--- src/rtl/pb_io_pkg.sv ---
// pb_io_pkg: shared types and helpers for the PicoBlaze I/O hub.
//   irq_state_e      - interrupt controller FSM states
//   DefaultMaskAddr  - default address of the interrupt mask register
//   DefaultStatAddr  - default address of the interrupt pending register
//   addr_in_range()  - true when addr lies in [base, base+num-1]
package pb_io_pkg;

    typedef enum logic [1:0] {
        StIdle,
        StAssert,
        StWaitClr
    } irq_state_e;

    localparam logic [7:0] DefaultMaskAddr = 8'hF0;
    localparam logic [7:0] DefaultStatAddr = 8'hF1;

    function automatic logic addr_in_range(input logic [7:0]  addr,
                                           input logic [7:0]  base,
                                           input int unsigned num);
        int unsigned a;
        int unsigned b;
        a = 32'(addr);
        b = 32'(base);
        return (a >= b) && (a < b + num);
    endfunction

endpackage

--- src/rtl/pb_io_hub_if.sv ---
// pb_io_hub_if: PicoBlaze CPU-side I/O bus.
//   port_id       - port address from the CPU
//   read_strobe   - CPU read strobe
//   write_strobe  - CPU write strobe
//   out_port      - CPU write data
//   in_port       - read data returned to the CPU
//   interrupt     - interrupt request to the CPU
//   interrupt_ack - interrupt acknowledge from the CPU
// Modports: master = CPU side, slave = hub side.
interface pb_io_hub_if #(
    parameter int unsigned DATA_W = 8
);
    logic [7:0]        port_id;
    logic              read_strobe;
    logic              write_strobe;
    logic [DATA_W-1:0] out_port;
    logic [DATA_W-1:0] in_port;
    logic              interrupt;
    logic              interrupt_ack;

    modport master (
        output port_id, read_strobe, write_strobe, out_port, interrupt_ack,
        input  in_port, interrupt
    );

    modport slave (
        input  port_id, read_strobe, write_strobe, out_port, interrupt_ack,
        output in_port, interrupt
    );
endinterface

--- src/rtl/pb_irq_ctrl.sv ---
// pb_irq_ctrl: edge-triggered, maskable interrupt controller.
//   clk, reset     - clock, synchronous active-high reset
//   in_event       - level event inputs; rising edges set pending bits
//   mask_we        - load mask from wdata
//   stat_we        - write-1-to-clear pending bits using wdata
//   wdata          - register write data
//   interrupt_ack  - acknowledge from the CPU
//   mask, pending  - register contents for read-back
//   interrupt      - interrupt request to the CPU
module pb_irq_ctrl
    import pb_io_pkg::*;
#(
    parameter int unsigned NUM_IN = 4
) (
    input  logic              clk,
    input  logic              reset,
    input  logic [NUM_IN-1:0] in_event,
    input  logic              mask_we,
    input  logic              stat_we,
    input  logic [NUM_IN-1:0] wdata,
    input  logic              interrupt_ack,
    output logic [NUM_IN-1:0] mask,
    output logic [NUM_IN-1:0] pending,
    output logic              interrupt
);

    logic [NUM_IN-1:0] event_q;
    logic [NUM_IN-1:0] mask_q, mask_d;
    logic [NUM_IN-1:0] pending_q, pending_d;
    logic [NUM_IN-1:0] rise;
    logic [NUM_IN-1:0] clr;
    irq_state_e        state_q, state_d;

    assign rise = in_event & ~event_q;
    assign clr  = stat_we ? wdata : '0;

    always_comb begin
        mask_d    = mask_we ? wdata : mask_q;
        // A new edge outranks a simultaneous clear so no event is lost.
        pending_d = (pending_q & ~clr) | rise;
    end

    always_comb begin
        state_d   = state_q;
        interrupt = 1'b0;
        unique case (state_q)
            StIdle: begin
                if (|(pending_q & mask_q)) state_d = StAssert;
            end
            StAssert: begin
                interrupt = 1'b1;
                if (interrupt_ack) state_d = StWaitClr;
            end
            StWaitClr: begin
                // Hold off re-assertion until the ISR has cleared its sources.
                if ((pending_q & mask_q) == '0) state_d = StIdle;
            end
            default: state_d = StIdle;
        endcase
    end

    always_ff @(posedge clk) begin
        if (reset) begin
            event_q   <= '0;
            mask_q    <= '0;
            pending_q <= '0;
            state_q   <= StIdle;
        end else begin
            event_q   <= in_event;
            mask_q    <= mask_d;
            pending_q <= pending_d;
            state_q   <= state_d;
        end
    end

    assign mask    = mask_q;
    assign pending = pending_q;

endmodule

--- src/rtl/pb_io_hub.sv ---
// pb_io_hub: PicoBlaze I/O hub with address decode, registered read mux,
// output port latches and an interrupt controller.
//   clk, reset - clock, synchronous active-high reset
//   cpu        - CPU bus (pb_io_hub_if.slave)
//   in_data    - input port data, port i = [i*DATA_W +: DATA_W]
//   in_event   - level status per input port
//   read_ack   - one-cycle pulse per input port read
//   out_data   - latched value per output port
//   out_we     - one-cycle write-enable pulse per output port
module pb_io_hub
    import pb_io_pkg::*;
#(
    parameter int unsigned NUM_IN    = 4,
    parameter int unsigned NUM_OUT   = 4,
    parameter int unsigned DATA_W    = 8,
    parameter logic [7:0]  IN_BASE   = 8'h00,
    parameter logic [7:0]  OUT_BASE  = 8'h00,
    parameter logic [7:0]  MASK_ADDR = DefaultMaskAddr,
    parameter logic [7:0]  STAT_ADDR = DefaultStatAddr
) (
    input  logic                      clk,
    input  logic                      reset,
    pb_io_hub_if.slave                cpu,
    input  logic [NUM_IN*DATA_W-1:0]  in_data,
    input  logic [NUM_IN-1:0]         in_event,
    output logic [NUM_IN-1:0]         read_ack,
    output logic [NUM_OUT*DATA_W-1:0] out_data,
    output logic [NUM_OUT-1:0]        out_we
);

    if (NUM_IN < 1 || NUM_IN > DATA_W) begin : g_bad_num_in
        $error("pb_io_hub: NUM_IN must be within 1..DATA_W");
    end
    if (NUM_OUT < 1 || NUM_OUT > 16) begin : g_bad_num_out
        $error("pb_io_hub: NUM_OUT must be within 1..16");
    end
    if (32'(IN_BASE) + NUM_IN > 256) begin : g_bad_in_range
        $error("pb_io_hub: input range wraps past 8'hFF");
    end
    if (32'(OUT_BASE) + NUM_OUT > 256) begin : g_bad_out_range
        $error("pb_io_hub: output range wraps past 8'hFF");
    end
    if (MASK_ADDR == STAT_ADDR) begin : g_bad_ctrl_addr
        $error("pb_io_hub: MASK_ADDR and STAT_ADDR must differ");
    end

    logic                      hit_mask, hit_stat, hit_in, hit_out;
    logic [7:0]                in_idx, out_idx;
    logic [DATA_W-1:0]         in_port_q, in_port_d;
    logic [NUM_IN-1:0]         read_ack_q, read_ack_d;
    logic [NUM_OUT-1:0]        out_we_q, out_we_d;
    logic [NUM_OUT*DATA_W-1:0] out_data_q;
    logic [NUM_IN-1:0]         irq_mask, irq_pending;
    logic                      irq;

    // Control registers shadow any data port that shares their address.
    always_comb begin
        hit_mask = (cpu.port_id == MASK_ADDR);
        hit_stat = !hit_mask && (cpu.port_id == STAT_ADDR);
        hit_in   = !hit_mask && !hit_stat && addr_in_range(cpu.port_id, IN_BASE, NUM_IN);
        hit_out  = !hit_mask && !hit_stat && addr_in_range(cpu.port_id, OUT_BASE, NUM_OUT);
        in_idx   = cpu.port_id - IN_BASE;
        out_idx  = cpu.port_id - OUT_BASE;
    end

    always_comb begin
        in_port_d  = '0;
        read_ack_d = '0;
        if (hit_mask) begin
            in_port_d[NUM_IN-1:0] = irq_mask;
        end else if (hit_stat) begin
            in_port_d[NUM_IN-1:0] = irq_pending;
        end else if (hit_in) begin
            for (int i = 0; i < int'(NUM_IN); i++) begin
                if (in_idx == 8'(i)) begin
                    in_port_d     = in_data[i*DATA_W +: DATA_W];
                    read_ack_d[i] = cpu.read_strobe;
                end
            end
        end
    end

    always_comb begin
        out_we_d = '0;
        if (hit_out) begin
            for (int j = 0; j < int'(NUM_OUT); j++) begin
                if (out_idx == 8'(j)) out_we_d[j] = cpu.write_strobe;
            end
        end
    end

    always_ff @(posedge clk) begin
        if (reset) begin
            in_port_q  <= '0;
            read_ack_q <= '0;
            out_we_q   <= '0;
            out_data_q <= '0;
        end else begin
            in_port_q  <= in_port_d;
            read_ack_q <= read_ack_d;
            out_we_q   <= out_we_d;
            for (int j = 0; j < int'(NUM_OUT); j++) begin
                if (out_we_d[j]) out_data_q[j*DATA_W +: DATA_W] <= cpu.out_port;
            end
        end
    end

    pb_irq_ctrl #(
        .NUM_IN (NUM_IN)
    ) u_irq_ctrl (
        .clk           (clk),
        .reset         (reset),
        .in_event      (in_event),
        .mask_we       (cpu.write_strobe && hit_mask),
        .stat_we       (cpu.write_strobe && hit_stat),
        .wdata         (cpu.out_port[NUM_IN-1:0]),
        .interrupt_ack (cpu.interrupt_ack),
        .mask          (irq_mask),
        .pending       (irq_pending),
        .interrupt     (irq)
    );

    assign cpu.in_port   = in_port_q;
    assign cpu.interrupt = irq;
    assign read_ack      = read_ack_q;
    assign out_we        = out_we_q;
    assign out_data      = out_data_q;

endmodule

--- src/flat_wrapper.sv ---
// flat-port wrapper written by rule: the top's interface ports become plain ports
module pb_io_hub_flat import pb_io_pkg::*;
#(
    parameter int unsigned NUM_IN    = 4,
    parameter int unsigned NUM_OUT   = 4,
    parameter int unsigned DATA_W    = 8,
    parameter logic [7:0]  IN_BASE   = 8'h00,
    parameter logic [7:0]  OUT_BASE  = 8'h00,
    parameter logic [7:0]  MASK_ADDR = DefaultMaskAddr,
    parameter logic [7:0]  STAT_ADDR = DefaultStatAddr
)
  (clk, reset, in_data, in_event, read_ack, out_data, out_we, cpu_port_id, cpu_read_strobe, cpu_write_strobe, cpu_out_port, cpu_interrupt_ack, cpu_in_port, cpu_interrupt);
  pb_io_hub_if #(.DATA_W(DATA_W)) cpu_i ();
  input  logic clk;
  input  logic reset;
  input  logic [NUM_IN*DATA_W-1:0] in_data;
  input  logic [NUM_IN-1:0] in_event;
  output logic [NUM_IN-1:0] read_ack;
  output logic [NUM_OUT*DATA_W-1:0] out_data;
  output logic [NUM_OUT-1:0] out_we;
  input wire logic [$bits(cpu_i.port_id)-1:0] cpu_port_id;
  input wire logic [$bits(cpu_i.read_strobe)-1:0] cpu_read_strobe;
  input wire logic [$bits(cpu_i.write_strobe)-1:0] cpu_write_strobe;
  input wire logic [$bits(cpu_i.out_port)-1:0] cpu_out_port;
  input wire logic [$bits(cpu_i.interrupt_ack)-1:0] cpu_interrupt_ack;
  output wire logic [$bits(cpu_i.in_port)-1:0] cpu_in_port;
  output wire logic [$bits(cpu_i.interrupt)-1:0] cpu_interrupt;
  assign cpu_i.port_id = cpu_port_id;
  assign cpu_i.read_strobe = cpu_read_strobe;
  assign cpu_i.write_strobe = cpu_write_strobe;
  assign cpu_i.out_port = cpu_out_port;
  assign cpu_i.interrupt_ack = cpu_interrupt_ack;
  assign cpu_in_port = cpu_i.in_port;
  assign cpu_interrupt = cpu_i.interrupt;
  pb_io_hub #(.NUM_IN(NUM_IN), .NUM_OUT(NUM_OUT), .DATA_W(DATA_W), .IN_BASE(IN_BASE), .OUT_BASE(OUT_BASE), .MASK_ADDR(MASK_ADDR), .STAT_ADDR(STAT_ADDR)) u_core (.clk(clk), .reset(reset), .cpu(cpu_i), .in_data(in_data), .in_event(in_event), .read_ack(read_ack), .out_data(out_data), .out_we(out_we));
endmodule
--- config.mk ---
export PLATFORM = sky130hd
export DESIGN_NAME = pb_io_hub_flat
export DESIGN_NICKNAME = d
export VERILOG_FILES = /design/src/rtl/pb_io_pkg.sv /design/src/rtl/pb_io_hub_if.sv /design/src/rtl/pb_irq_ctrl.sv /design/src/rtl/pb_io_hub.sv /design/src/flat_wrapper.sv
export SDC_FILE = /design/constraint.sdc
export NUM_CORES = 1
export LEC_CHECK = 0
export ABC_CLOCK_PERIOD_IN_PS = 2450
export BUFFER_PORTS_ARGS = -buffer_cell sky130_fd_sc_hd__buf_2
export CAP_MARGIN = 20
export CORE_AREA = 2 2 77 79
export CTS_CLUSTER_DIAMETER = 200
export DETAILED_ROUTE_END_ITERATION = 7
export DIE_AREA = 0 0 79 81
export GPL_TIMING_DRIVEN = 0
export PLACE_DENSITY = 0.77
export SLEW_MARGIN = 10
export SYNTH_ARGS = -nofsm -noshare
export SYNTH_HDL_FRONTEND = slang
export SYNTH_HIERARCHICAL = 1
export SYNTH_SLANG_ARGS = --single-unit
--- constraint.sdc ---
create_clock -name clk -period 2.45 [get_ports clk]
set_input_delay 0.49 -clock clk [delete_from_list [all_inputs] [get_ports clk]]
set_output_delay 0.49 -clock clk [all_outputs]
set_load 0.02 [all_outputs]
=== After elaboration in Yosys (flattened, before gate mapping) ===
Index checks and enable logic that the tools add are counted.

* Word-level logic and storage cells: 72
* Output and inout port bits: 49
* Bits of input ports: 57
* Register bits: 62

* Reductions and logical operators: 17
* Magnitude comparators: 1
* Mux-type cells: 18
* Equal/unequal tests: 10
* Bitwise logic cells: 11

{| class="wikitable"
|+ Operators by type and width
! kind !! count
|-
| 8-bit two-way mux || 4
|-
| 4-bit two-way mux || 5
|-
| 5-bit OR reduction || 4
|-
| 8-bit by 2-bit == test with 1-bit output (second input constant) || 2
|-
| 8-bit == test (second input constant) || 2
|-
| 4-bit bitwise AND || 3
|-
| 8-bit by 1-bit == test with 1-bit output (second input constant) || 1
|-
| 8-bit logical NOT || 1
|-
| 8-bit by 3-bit less-than comparator with 1-bit output (second input constant) || 1
|-
| 4-bit inverter || 2
|-
| 4-bit OR reduction || 2
|-
| 2-bit two-way mux || 3
|-
| 2-bit != test (second input constant) || 3
|-
| 2-bit one-hot mux with 3 select lines || 1
|-
| 1-bit logical AND || 5
|-
| 1-bit two-way mux || 5
|-
| 1-bit inverter || 5
|-
| 4-bit logical NOT || 1
|-
| 4-bit OR || 1
|-
| 3-bit AND reduction || 1
|-
| 2-bit by 1-bit == test with 1-bit output (second input constant) || 1
|-
| 2-bit == test (second input constant) || 1
|-
| 1-bit logical NOT || 2
|-
| 2-bit logical NOT || 1
|}

=== Longest topological paths before layout ===
Gate-level depths: netlist of run 1.

* Depth in word-level cells: 9
* Gate-level depth with buffers: 8
* Mapped depth without buffers: 6

=== Cells and area by module ===
The synthesis of run 1 kept the hierarchy.

{| class="wikitable"
|+ By module, submodules not included
! module !! area each (um^2) !! times used !! sequential area each (um^2) !! cells an instance
|-
| pb_io_hub || 2047.0 || 1 || 960.9 || 217
|-
| pb_irq_ctrl || 510.5 || 1 || 280.3 || 54
|}

=== Least setup slack after synthesis of run 1 ===
No wires, ideal clock.

* Kind: input -> register
* Start point: in cpu_port_id[7]
* End point: reg u_core.out_data_q[24], in the netlist u_core/out_data[24]
* Setup slack: 0.504 ns
* Arrival: 1.813 ns
* Stages on the path: 6
* Path through: or4_1 buf_4 nor4_2 buf_4 mux2i_1 nor2_1

* Longest elaborated chain between the ends: 7

{| class="wikitable"
|+ Ends and longest elaborated chain
! item !! line !! RTL
|-
| start: declaration || flat_wrapper.sv:21 || <nowiki>input wire logic [$bits(cpu_i.port_id)-1:0] cpu_port_id;</nowiki>
|-
| branches (longest 6 deep; another with 8-bit by 3-bit less-than comparator with 1-bit output) || -- ||
|-
| 4-bit two-way mux (*) || pb_io_hub.sv:85 || <nowiki>if (hit_out) begin</nowiki>
|-
| end signal: indexed assignment || pb_io_hub.sv:103 || <nowiki>if (out_we_d[j]) out_data_q[j*DATA_W +: DATA_W] <= cpu.out_port;</nowiki>
|-
| end: declaration || pb_io_hub.sv:52 || <nowiki>logic [NUM_OUT*DATA_W-1:0] out_data_q;</nowiki>
|}

Mark *: on every way between the ends.
A chain may end at the register's enable or synchronous reset.

=== Final worst setup path of run 1 ===
* Start point: in cpu_port_id[2]
* End point: reg u_core.u_irq_ctrl.pending_q[3], in the netlist u_core/u_irq_ctrl/pending[3]

* Longest elaborated chain between the ends: 8

{| class="wikitable"
|+ Ends and longest elaborated chain
! item !! line !! RTL
|-
| 8-bit == test || pb_io_hub.sv:58 || <nowiki>hit_mask = (cpu.port_id == MASK_ADDR);</nowiki>
|-
| 1-bit logical NOT || pb_io_hub.sv:59 || <nowiki>hit_stat = !hit_mask && (cpu.port_id == STAT_ADDR);</nowiki>
|-
| 1-bit logical AND (*) || pb_io_hub.sv:59 ||
|-
| 1-bit logical AND (*) || pb_io_hub.sv:115 || <nowiki>.stat_we (cpu.write_strobe && hit_stat),</nowiki>
|-
| 4-bit two-way mux (*) || pb_irq_ctrl.sv:35 || <nowiki>assign clr = stat_we ? wdata : '0;</nowiki>
|-
| 4-bit inverter (*) || pb_irq_ctrl.sv:40 || <nowiki>pending_d = (pending_q & ~clr) | rise;</nowiki>
|-
| 4-bit bitwise AND (*) || pb_irq_ctrl.sv:40 ||
|-
| 4-bit OR (*) || pb_irq_ctrl.sv:40 ||
|-
| end signal: assignment || pb_irq_ctrl.sv:71 || <nowiki>pending_q <= pending_d;</nowiki>
|-
| end: declaration || pb_irq_ctrl.sv:29 || <nowiki>logic [NUM_IN-1:0] pending_q, pending_d;</nowiki>
|}

Mark *: on every way between the ends. The rest lies on a longest branch, timed or not.

==> flow_summary_export.csv, run 1 <==
group,metric,value,unit
job,max_cap_violations,0,
setup_path,arrival,2.23,ns
cells_and_area,final_cells,466,
logic_synthesis,ys_types,35,
logic_synthesis,synth.top_cells.by_area,"dfxtp_1, mux2i_1, nor2_1",
min_path,hp-class,"input pin to flop",
power_and_ir_drop,cellPowerDensity,692,mW/mm2
floorplan,dieArea,0.00640,mm2
drt,drc,0,
sta,slew_headroom,55.0,%
floorplan,ioPinCount,106,
logic_synthesis,synth.avg_cell_area,9.44,um2
logic_synthesis,synthCells,271,
grt,grt_use_total,21.5,%
logic_synthesis,ys_seq_area_share,48.5,%
clock_tree,htree_num_levels,3,
setup_path,cp_max_fo,7,
power_and_ir_drop,cellLeakagePower,1.62,nW
grt,grt_max_degree,12,
cells_and_area,n_antenna_cell,0,
cells_and_area,fillCellCount,519,
grt,grt.overflow.total,0,
power_and_ir_drop,clkPwrFrac,50.7,%
drt,wire_per_inst,14.8,um
grt,antenna_found_initial,0,
cells_and_area,drive_gt1_share,34.5,%
sta,maxSlewViolCount,0,
logic_synthesis,synth_top_area_cell,"dfxtp_1",
logic_synthesis,syn_area,0.00256,mm2
floorplan,start_util,45.1,%
min_path,hold_depth,2,
place,place_congestion,0.832,
drt,vias,2449,
clock_tree,cts_root_buf,"clkbuf_8",
min_path,holdPathEnd,"u_core/u_irq_ctrl/event_q[3]$_SDFF_PP0_",
floorplan,die_y,81,um
grt,grt_pass1_wl,10.4,mm
setup_path,end_kind,"flop",
clock_tree,cts_num_sinks,62,
drt,viasPerCell,5.26,
sta,rsz0062_at_grt,"false",
drt,first_pass_iters,5,
sta,fmax,498,MHz
place,hpwl,4.97,mm
clock_tree,insertion_delay,0.33,ns
setup_path,cp.required,2.67,ns
logic_synthesis,async_reset_ff_share,0,%
drt,postRouteAntennaNets,0,
floorplan,die_w,79,um
clock_tree,numCtsBuffers,9,
outcome,outcome,"finished, final reports clean",
sta,timing.hold.ws,0.378,ns
drt,drt_iter0_drc,232,
sta,post-route-min-period,2.01,ns
power_and_ir_drop,p_int,1.89,mW
sta,setup-tns-final,0,ns
sta,clock_skew,0.00449,ns
logic_synthesis,syn-num-nets,328,
logic_synthesis,ys.warnings.count,6,
sta,finalHoldViolations,0,
cells_and_area,fin_nets,443,
clock_tree,path_clk_slew,0.07,ns
logic_synthesis,synth_seq_cells,62,
sta,period_share,81.9,%
power_and_ir_drop,power_frac_comb,6.3,%
logic_synthesis,synth_flop_cell,"dfxtp_1",
power_and_ir_drop,seq_power_share,43.0,%
drt,wirelength,6.89,mm
sta,setup_viol,0,
setup_path,ff2ff_path_depth,4,
setup_path,path_class,"input pin to flop",
sta,worst_pin_slew,0.669,ns
setup_path,r2r_slack,1.26,ns
power_and_ir_drop,p_sw,0.498,mW
power_and_ir_drop,peakVddDrop,474,uV
setup_path,r2r_start,"u_core/u_irq_ctrl/pending[1]$_SDFF_PP0_",
cells_and_area,syn2layout_area_growth,34.6,%
clock_tree,cts_resized,0,
logic_synthesis,synth_edf_count,0,
logic_synthesis,synth_top_area_share,48.5,%
setup_path,r2r-end,"u_core/cpu.in_port[1]$_SDFF_PP0_",
min_path,worstHoldStart,"in_event[3]",
clock_tree,cts_buffer_depth,2,
floorplan,std_cell_rows,28,
floorplan,fp.coreArea,0.00568,mm2
power_and_ir_drop,swShare,20.9,%
grt,grt_pass1_vias,2199,
place,dp_cells,450,
setup_path,crit_path_start_kind,"input pin",
place,port-buffer-count,104,
clock_tree,postCtsSetupBuffers,0,
clock_tree,cts_tree,"yes",
clock_tree,cts_hold_buf,0,
## cell usage in the layout (no fill, tap or decap), types with 2 or more instances in the layout
cell         n
inv_1        3
clkbuf_8    10
a211o_1      2
nor4_1       2
buf_4        2
nor3_4       2
nand2_1     17
o22ai_1      4
buf_1        2
a2bb2oi_1    4
a2111oi_2    4
buf_2      106
a22oi_1      2
o21ai_1      4
nor2_1      53
a21oi_1      4
a311oi_1     4
mux2i_1     40
nand2b_1     2
nand3_1      5
dfxtp_1     62
o21ai_0      8
and3_1       2
nor3_1       7
clkbuf_1     8
bufinv_16    4
nor2b_1     16
## power by group through the flow
stage	logic, mW	clock network (mW)	registers (mW)
final	0.150	1.21	1.03
after global routing	0.165	1.27	1.03
after CTS	0.150	1.23	1.02
after detailed placement	0.149	0	1.05
after global placement	0.146	0	1.05
after floorplan	0.0679	0	1.05
## worst max path at each step
stage / startpoint / to / slack (ns) / depth (start not counted)
floorplan: cpu_port_id[7] / u_core/out_data[24]$_SDFFE_PP0P_ / 0.50 / 6
global placement: cpu_port_id[2] / u_core/u_irq_ctrl/pending[1]$_SDFF_PP0_ / 0.24 / 7
detailed placement: cpu_port_id[2] / u_core/u_irq_ctrl/pending[2]$_SDFF_PP0_ / 0.18 / 7
CTS: cpu_port_id[2] / u_core/u_irq_ctrl/pending[3]$_SDFF_PP0_ / 0.51 / 7
global route: cpu_port_id[2] / u_core/u_irq_ctrl/pending[3]$_SDFF_PP0_ / 0.31 / 7
finish: cpu_port_id[2] / u_core/u_irq_ctrl/pending[3]$_SDFF_PP0_ / 0.44 / 7
## cells in the mapped netlist, types with 5 or more instances
cell type,count
mux2i_1,40
o21ai_0,8
nand2_1,17
nor2_1,53
nor2b_1,16
nand3_1,5
dfxtp_1,62
nor3_1,7
clkbuf_1,8
## registers in the layout, indices dropped and copies added, names as in the netlist
name	cells
u_core/u_irq_ctrl/state_q	2
u_core/read_ack	4
u_core/u_irq_ctrl/mask	4
u_core/out_we	4
u_core/u_irq_ctrl/pending	4
u_core/out_data	32
u_core/cpu.in_port	8
u_core/u_irq_ctrl/event_q	4
## layout make-up
type	instances	area [um2]	area share [%]
well taps	75	93.8	2.73
plain buffers	16	78.8	2.29
multi-input cells	190	1230	35.6
clock buffers	10	138	4.00
clock inverters	6	133	3.85
repair buffers	104	520	15.1
inverters	3	11.3	0.327
flip-flops and latches	62	1240	36.1
## worst max-delay path: stages
cell	delay, ns
buf_2	0.14
nor3_1	0.56
nand2b_1	0.35
nor2_1	0.37
nand2_1	0.11
a21oi_1	0.15
nor2_1	0.05
## layer usage
layer,wire (um),GRT usage (%),up-vias,share of wire [%]
met4,94,10.3,0,1.4
met5,0,0,-,0
met1,2890,26.5,1135,42
met2,3220,35.8,134,47
li1,-,-,1170,-
met3,688,4.89,10,10
## through the flow
stage / total power, mW / util [%] / cell area, um2 / setup WS [ns]
global route: 2.46 / 60.6 / 3440 / 0.308
floorplan: 1.11 / - / 2560 / 0.504
finish: 2.38 / 60.6 / 3440 / 0.444
detailed placement: 1.20 / 55.9 / 3170 / 0.181
global placement: 1.19 / 55.9 / 3170 / 0.237
CTS: 2.40 / 60.6 / 3440 / 0.512
## kinds of logic (layout without fill, tap and decap cells)
kind of cell / count (synthesis) / after routing / synth area share, %
simple gates: 112 / 112 / 21.2
flops: 62 / 62 / 48.5
mux: 40 / 40 / 15.7
compound gates: 38 / 38 / 11.1
buf+inv: 19 / 139 / 3.52
Note: power is estimated with default switching activity, not from simulation.
==> run 2, diff against run 1 <==
- ABC_CLOCK_PERIOD_IN_PS: 2450 -> 2050
- clock period: 2.45 -> 2.05 ns (I/O delays scaled with it)
==> run 2 against run 1 <==
Via count decreased by 1.0%; cell area increased by 0.15%; combinational power increased by 20%; clock-buffer cell count unchanged; critical path type unchanged; largest power group unchanged; highest routed layer unchanged.
==> flow_summary_export.csv, run 2 (synthesized netlist as in run 1, its figures left out) <==
group,metric,value,unit
cells_and_area,layout_common_cells,"buf_2, dfxtp_1, nor2_1, mux2i_1, nand2_1",
floorplan,die_y,81,um
clock_tree,cts_tree,"yes",
min_path,hp-class,"input pin to flop",
power_and_ir_drop,clkPwrFrac,50.6,%
setup_path,cp_max_fo,10,
power_and_ir_drop,seq_power_share,43.1,%
setup_path,end_kind,"flop",
drt,first_pass_iters,4,
cells_and_area,largest_register_ffs,32,
clock_tree,cts_num_sinks,62,
grt,grt_pass1_vias,2199,
clock_tree,numCtsBuffers,9,
power_and_ir_drop,cellLeakagePower,1.62,nW
cells_and_area,multiInputGateArea,0.00123,mm2
setup_path,arrival,2.00,ns
drt,drc,0,
sta,post-route-min-period,1.80,ns
power_and_ir_drop,swShare,20.8,%
power_and_ir_drop,peakVddDrop,566,uV
floorplan,dieArea,0.00640,mm2
place,place_congestion,0.832,
setup_path,crit_path_start_kind,"input pin",
place,port-buffer-count,104,
drt,drt_iter0_drc,206,
place,placed_cell_area,0.00317,mm2
grt,grt.overflow.total,0,
power_and_ir_drop,p_total,2.84,mW
sta,clock_skew,0.00473,ns
sta,maxSlewViolCount,0,
sta,rsz0062_at_grt,"false",
place,hpwl,4.97,mm
clock_tree,cts_buffer_depth,2,
sta,finalHoldViolations,0,
cells_and_area,syn2layout_area_growth,34.8,%
cells_and_area,seqCellArea,0.00124,mm2
grt,grt_max_degree,12,
setup_path,r2r_start,"u_core/u_irq_ctrl/pending[1]$_SDFF_PP0_",
floorplan,start_util,45.1,%
floorplan,std_cell_rows,28,
clock_tree,insertion_delay,0.33,ns
floorplan,ioPinCount,106,
drt,vias,2424,
clock_tree,cts_root_buf,"clkbuf_8",
clock_tree,postCtsSetupBuffers,0,
sta,setup-tns-final,0,ns
drt,wire_per_inst,14.7,um
power_and_ir_drop,p_sw,0.590,mW
power_and_ir_drop,cellPowerDensity,825,mW/mm2
cells_and_area,fillCellCount,519,
drt,postRouteAntennaNets,0,
cells_and_area,n_antenna_cell,0,
clock_tree,path_clk_slew,0.07,ns
sta,setup_viol,0,
drt,viasPerCell,5.20,
cells_and_area,final_common_cell,"buf_2",
cells_and_area,drive_gt1_share,34.8,%
sta,fmax,555,MHz
sta,period_share,87.9,%
setup_path,path_class,"input pin to flop",
clock_tree,htree_num_levels,3,
min_path,worstHoldStart,"in_event[3]",
power_and_ir_drop,p_int,2.25,mW
cells_and_area,fin_nets,443,
sta,worst_pin_slew,0.645,ns
power_and_ir_drop,power_frac_comb,6.3,%
job,max_cap_violations,0,
cells_and_area,fin_util,60.7,%
cells_and_area,final_area,0.00345,mm2
setup_path,r2r_slack,0.89,ns
floorplan,fp.coreArea,0.00568,mm2
setup_path,critPathLaunch,"cpu_port_id[7]",
sta,slew_headroom,57.0,%
grt,grt_pass1_wl,10.4,mm
outcome,outcome,"finished, final reports clean",
setup_path,cp.required,2.25,ns
grt,grt_use_total,21.5,%
floorplan,die_w,79,um
drt,wirelength,6.84,mm
grt,antenna_found_initial,0,
## run 2: cell types whose count changed in the layout (fill, tap and decap cells not counted)
cell / before / now
nor3_2: 1 / 2
nor3_1: 7 / 6
## run 2: power by group through the flow
| stage | Combinational [mW] | Clock [mW] | Sequential, mW |
|---|---|---|---|
| floorplan | 0.0812 | 0 | 1.25 |
| detailed placement | 0.178 | 0 | 1.25 |
| finish | 0.180 | 1.44 | 1.22 |
| global placement | 0.175 | 0 | 1.25 |
| global route | 0.198 | 1.52 | 1.23 |
| CTS | 0.179 | 1.47 | 1.22 |
## run 2: layout make-up
cell class                      count  area share (%)
Timing Repair Buffer              104            15.1
Inverter                            3           0.327
Multi-Input combinational cell    190            35.7
Tap cell                           75            2.72
Clock buffer                       10            3.99
Clock inverter                      6            3.85
Buffer                             16            2.29
Sequential cell                    62            36.0
## run 2: worst max-delay path: stages
cell     delay [ns]
buf_2          0.11
or4_1          0.52
buf_4          0.20
nor4_2         0.22
buf_4          0.25
mux2i_1        0.22
nor2_1         0.05
## run 2: worst paths after layout
check | endpoint | cells past startpoint
worst min register to register | u_core/out_data[17]$_SDFFE_PP0P_ | 2
worst max register to register | u_core/cpu.in_port[1]$_SDFF_PP0_ | 4
worst max-delay path | u_core/out_data[24]$_SDFFE_PP0P_ | 7
worst min-delay path | u_core/u_irq_ctrl/event_q[3]$_SDFF_PP0_ | 2
## run 2: stage by stage
stage | instances | hold WS, ns | setup WS (ns)
after global routing | 466 | 0.293 | 0.159
after detailed placement | 450 | 0.478 | -0.139
final | 466 | 0.299 | 0.247
after CTS | 466 | 0.286 | 0.192
after floorplan | 271 | 0.452 | 0.184
after global placement | 450 | 0.465 | -0.0826
## run 2: what timing repair did
| action | 4_1_cts | 5_1_grt |
|---|---|---|
| hold buffers | 0 | 0 |
| hold endpoints to repair | 0 | 0 |
| resized for setup | 0 | 1 |
| endpoints found under the setup margin | 0 | 1 |
## run 2: layer usage
metal  routed length, um  track usage (%)
met1                2850             26.5
met5                   0                0
met2                3300             35.8
met4                  73             10.3
met3                 616             4.89
==> run 3, diff against run 2 <==
- HOLD_SLACK_MARGIN: default -> 0.08
- PLACE_DENSITY: 0.77 -> 0.75
==> run 3 against run 2 <==
Fmax down 5.0%; flip-flop and latch count unchanged; sequential share of layout area up 0.84 points; worst setup slack worse by 0.096 ns; sequential power about the same; wire length down 1.5%; core utilization down 1.4 points; die area unchanged; register-to-register slack worse by 0.02 ns; critical path depth down 1; clock-buffer cell count down 1; critical path type unchanged; largest cell class unchanged.
==> flow_summary_export.csv, run 3 (synthesized netlist as in run 1, its figures left out) <==
group,metric,value,unit
place,port-buffer-count,104,
floorplan,die_y,81,um
outcome,outcome,"finished, final reports clean",
job,max_cap_violations,0,
cells_and_area,layout_common_cells,"buf_2, dfxtp_1, nor2_1, mux2i_1, nand2_1",
clock_tree,insertion_delay,0.33,ns
place,place_congestion,0.800,
setup_path,cp_slowest_cell,"or4_1",
grt,antenna_found_initial,0,
clock_tree,cts_resized,0,
setup_path,crit_path_start_kind,"input pin",
sta,fmax,527,MHz
grt,grt_max_degree,13,
setup_path,cp_cell_sequence,"buf_2 > or4_1 > buf_4 > nor3_4 > o21ai_1 > a2111oi_2",
place,hpwl,4.97,mm
power_and_ir_drop,cellLeakagePower,1.58,nW
min_path,hp-class,"input pin to flop",
floorplan,die_w,79,um
setup_path,timing.critical_path.buf_inv,2,
setup_path,end_kind,"flop",
power_and_ir_drop,power_frac_comb,7.3,%
cells_and_area,drive_gt1_share,34.5,%
cells_and_area,n_antenna_cell,0,
grt,grt.overflow.total,0,
setup_path,cpPeakStageDelay,0.52,ns
sta,worst_pin_slew,0.718,ns
floorplan,std_cell_rows,28,
drt,vias,2398,
clock_tree,cts_hold_buf,0,
cells_and_area,largest_register_ffs,32,
sta,period_share,92.6,%
sta,maxSlewViolCount,0,
drt,wirelength,6.74,mm
clock_tree,postCtsSetupBuffers,0,
cells_and_area,seqCellArea,0.00124,mm2
sta,finalHoldViolations,0,
power_and_ir_drop,peakVddDrop,478,uV
sta,rsz0062_at_grt,"false",
grt,grt_use_total,21.2,%
cells_and_area,fillCellCount,529,
power_and_ir_drop,swShare,24.5,%
setup_path,arrival,2.11,ns
floorplan,fp.coreArea,0.00568,mm2
cells_and_area,syn2layout_area_growth,31.7,%
floorplan,start_util,45.1,%
drt,wire_per_inst,14.5,um
setup_path,cp.required,2.26,ns
drt,postRouteAntennaNets,0,
setup_path,cp_max_fo,10,
power_and_ir_drop,p_sw,0.601,mW
drt,viasPerCell,5.15,
power_and_ir_drop,p_int,1.85,mW
clock_tree,htree_num_levels,3,
clock_tree,cts_root_buf,"clkbuf_8",
clock_tree,cts_buffer_depth,2,
cells_and_area,fin_nets,443,
setup_path,crit_family,"simple AND/OR/NAND/NOR gates",
floorplan,ioPinCount,106,
sta,post-route-min-period,1.90,ns
place,place_ws,-0.138,ns
power_and_ir_drop,clkPwrFrac,42.8,%
grt,grt_pass1_wl,10.3,mm
clock_tree,numCtsBuffers,9,
power_and_ir_drop,cellPowerDensity,729,mW/mm2
sta,clock_skew,0.00329,ns
drt,drc,0,
setup_path,path_class,"input pin to flop",
floorplan,dieArea,0.00640,mm2
grt,grt_pass1_vias,2183,
sta,setup_slack,0.152,ns
cells_and_area,multiInputGateArea,0.00123,mm2
sta,setup-tns-final,0,ns
power_and_ir_drop,seq_power_share,49.9,%
drt,first_pass_iters,4,
cells_and_area,final_common_cell,"buf_2",
clock_tree,cts_num_sinks,62,
sta,setup_viol,0,
drt,drt_iter0_drc,160,
sta,slew_headroom,51.8,%
clock_tree,path_clk_slew,0.07,ns
clock_tree,cts_tree,"yes",
==> run 3: cell count changes in the layout (fill, tap and decap cells not counted), sizes merged <==
cell / previous run / this run
inv: 3 / 4
bufinv: 4 / 1
clkbuf: 19 / 18
clkinv: 1 / 3
clkinvlp: 1 / 2
==> run 3: worst reg2reg max path: stages (launching register included) <==
cell,delay [ns]
dfxtp_1,0.39
nor2b_1,0.06
o22ai_1,0.16
a2bb2oi_1,0.10
a2111oi_2,0.35
==> run 3: per-layer routing <==
layer  global-route usage (%)  vias up  share of wire [%]
met5                        0        -                  0
met4                     10.3        0                1.1
met3                     7.33        8                8.3
met2                     33.5       97                 47
met1                     25.9     1115                 44
li1                         -     1178                  -
==> run 3: worst paths after layout <==
| path | startpoint | endpoint | slack [ns] | cells past startpoint |
|---|---|---|---|---|
| hold / removal | in_event[0] | u_core/u_irq_ctrl/event_q[0]$_SDFF_PP0_ | 0.31 | 2 |
| hold reg to reg | u_core/u_irq_ctrl/state_q[0]$_SDFFE_PP0P_ | u_core/u_irq_ctrl/state_q[0]$_SDFFE_PP0P_ | 0.49 | 2 |
| setup / recovery | cpu_port_id[7] | u_core/cpu.in_port[1]$_SDFF_PP0_ | 0.15 | 6 |
| setup reg to reg | u_core/u_irq_ctrl/pending[1]$_SDFF_PP0_ | u_core/cpu.in_port[1]$_SDFF_PP0_ | 0.87 | 4 |
==> run 3: metrics by stage <==
stage	power (mW)	cells	util (%)	hold slack, ns	instance area [um2]
final	2.45	466	59.3	0.306	3370
after global routing	2.56	466	59.3	0.281	3370
after CTS	2.48	466	59.3	0.286	3370
after detailed placement	1.43	450	55.9	0.477	3170
after global placement	1.43	450	55.9	0.466	3170
after floorplan	1.33	271	-	0.452	2560
==> run 3: power groups by stage <==
stage                     clock [mW]  sequential [mW]  combinational [mW]
after CTS                       1.08             1.22               0.178
after global routing            1.14             1.22               0.197
after global placement             0             1.25               0.174
final                           1.05             1.22               0.178
after detailed placement           0             1.25               0.177
after floorplan                    0             1.25              0.0812
==> run 3: final cells by class <==
type | count | area share (%)
Clock buffer | 9 | 3.68
Timing Repair Buffer | 104 | 15.5
Tap cell | 75 | 2.79
Multi-Input combinational cell | 190 | 36.4
Buffer | 16 | 2.34
Clock inverter | 7 | 2.15
Sequential cell | 62 | 36.8
Inverter | 3 | 0.334
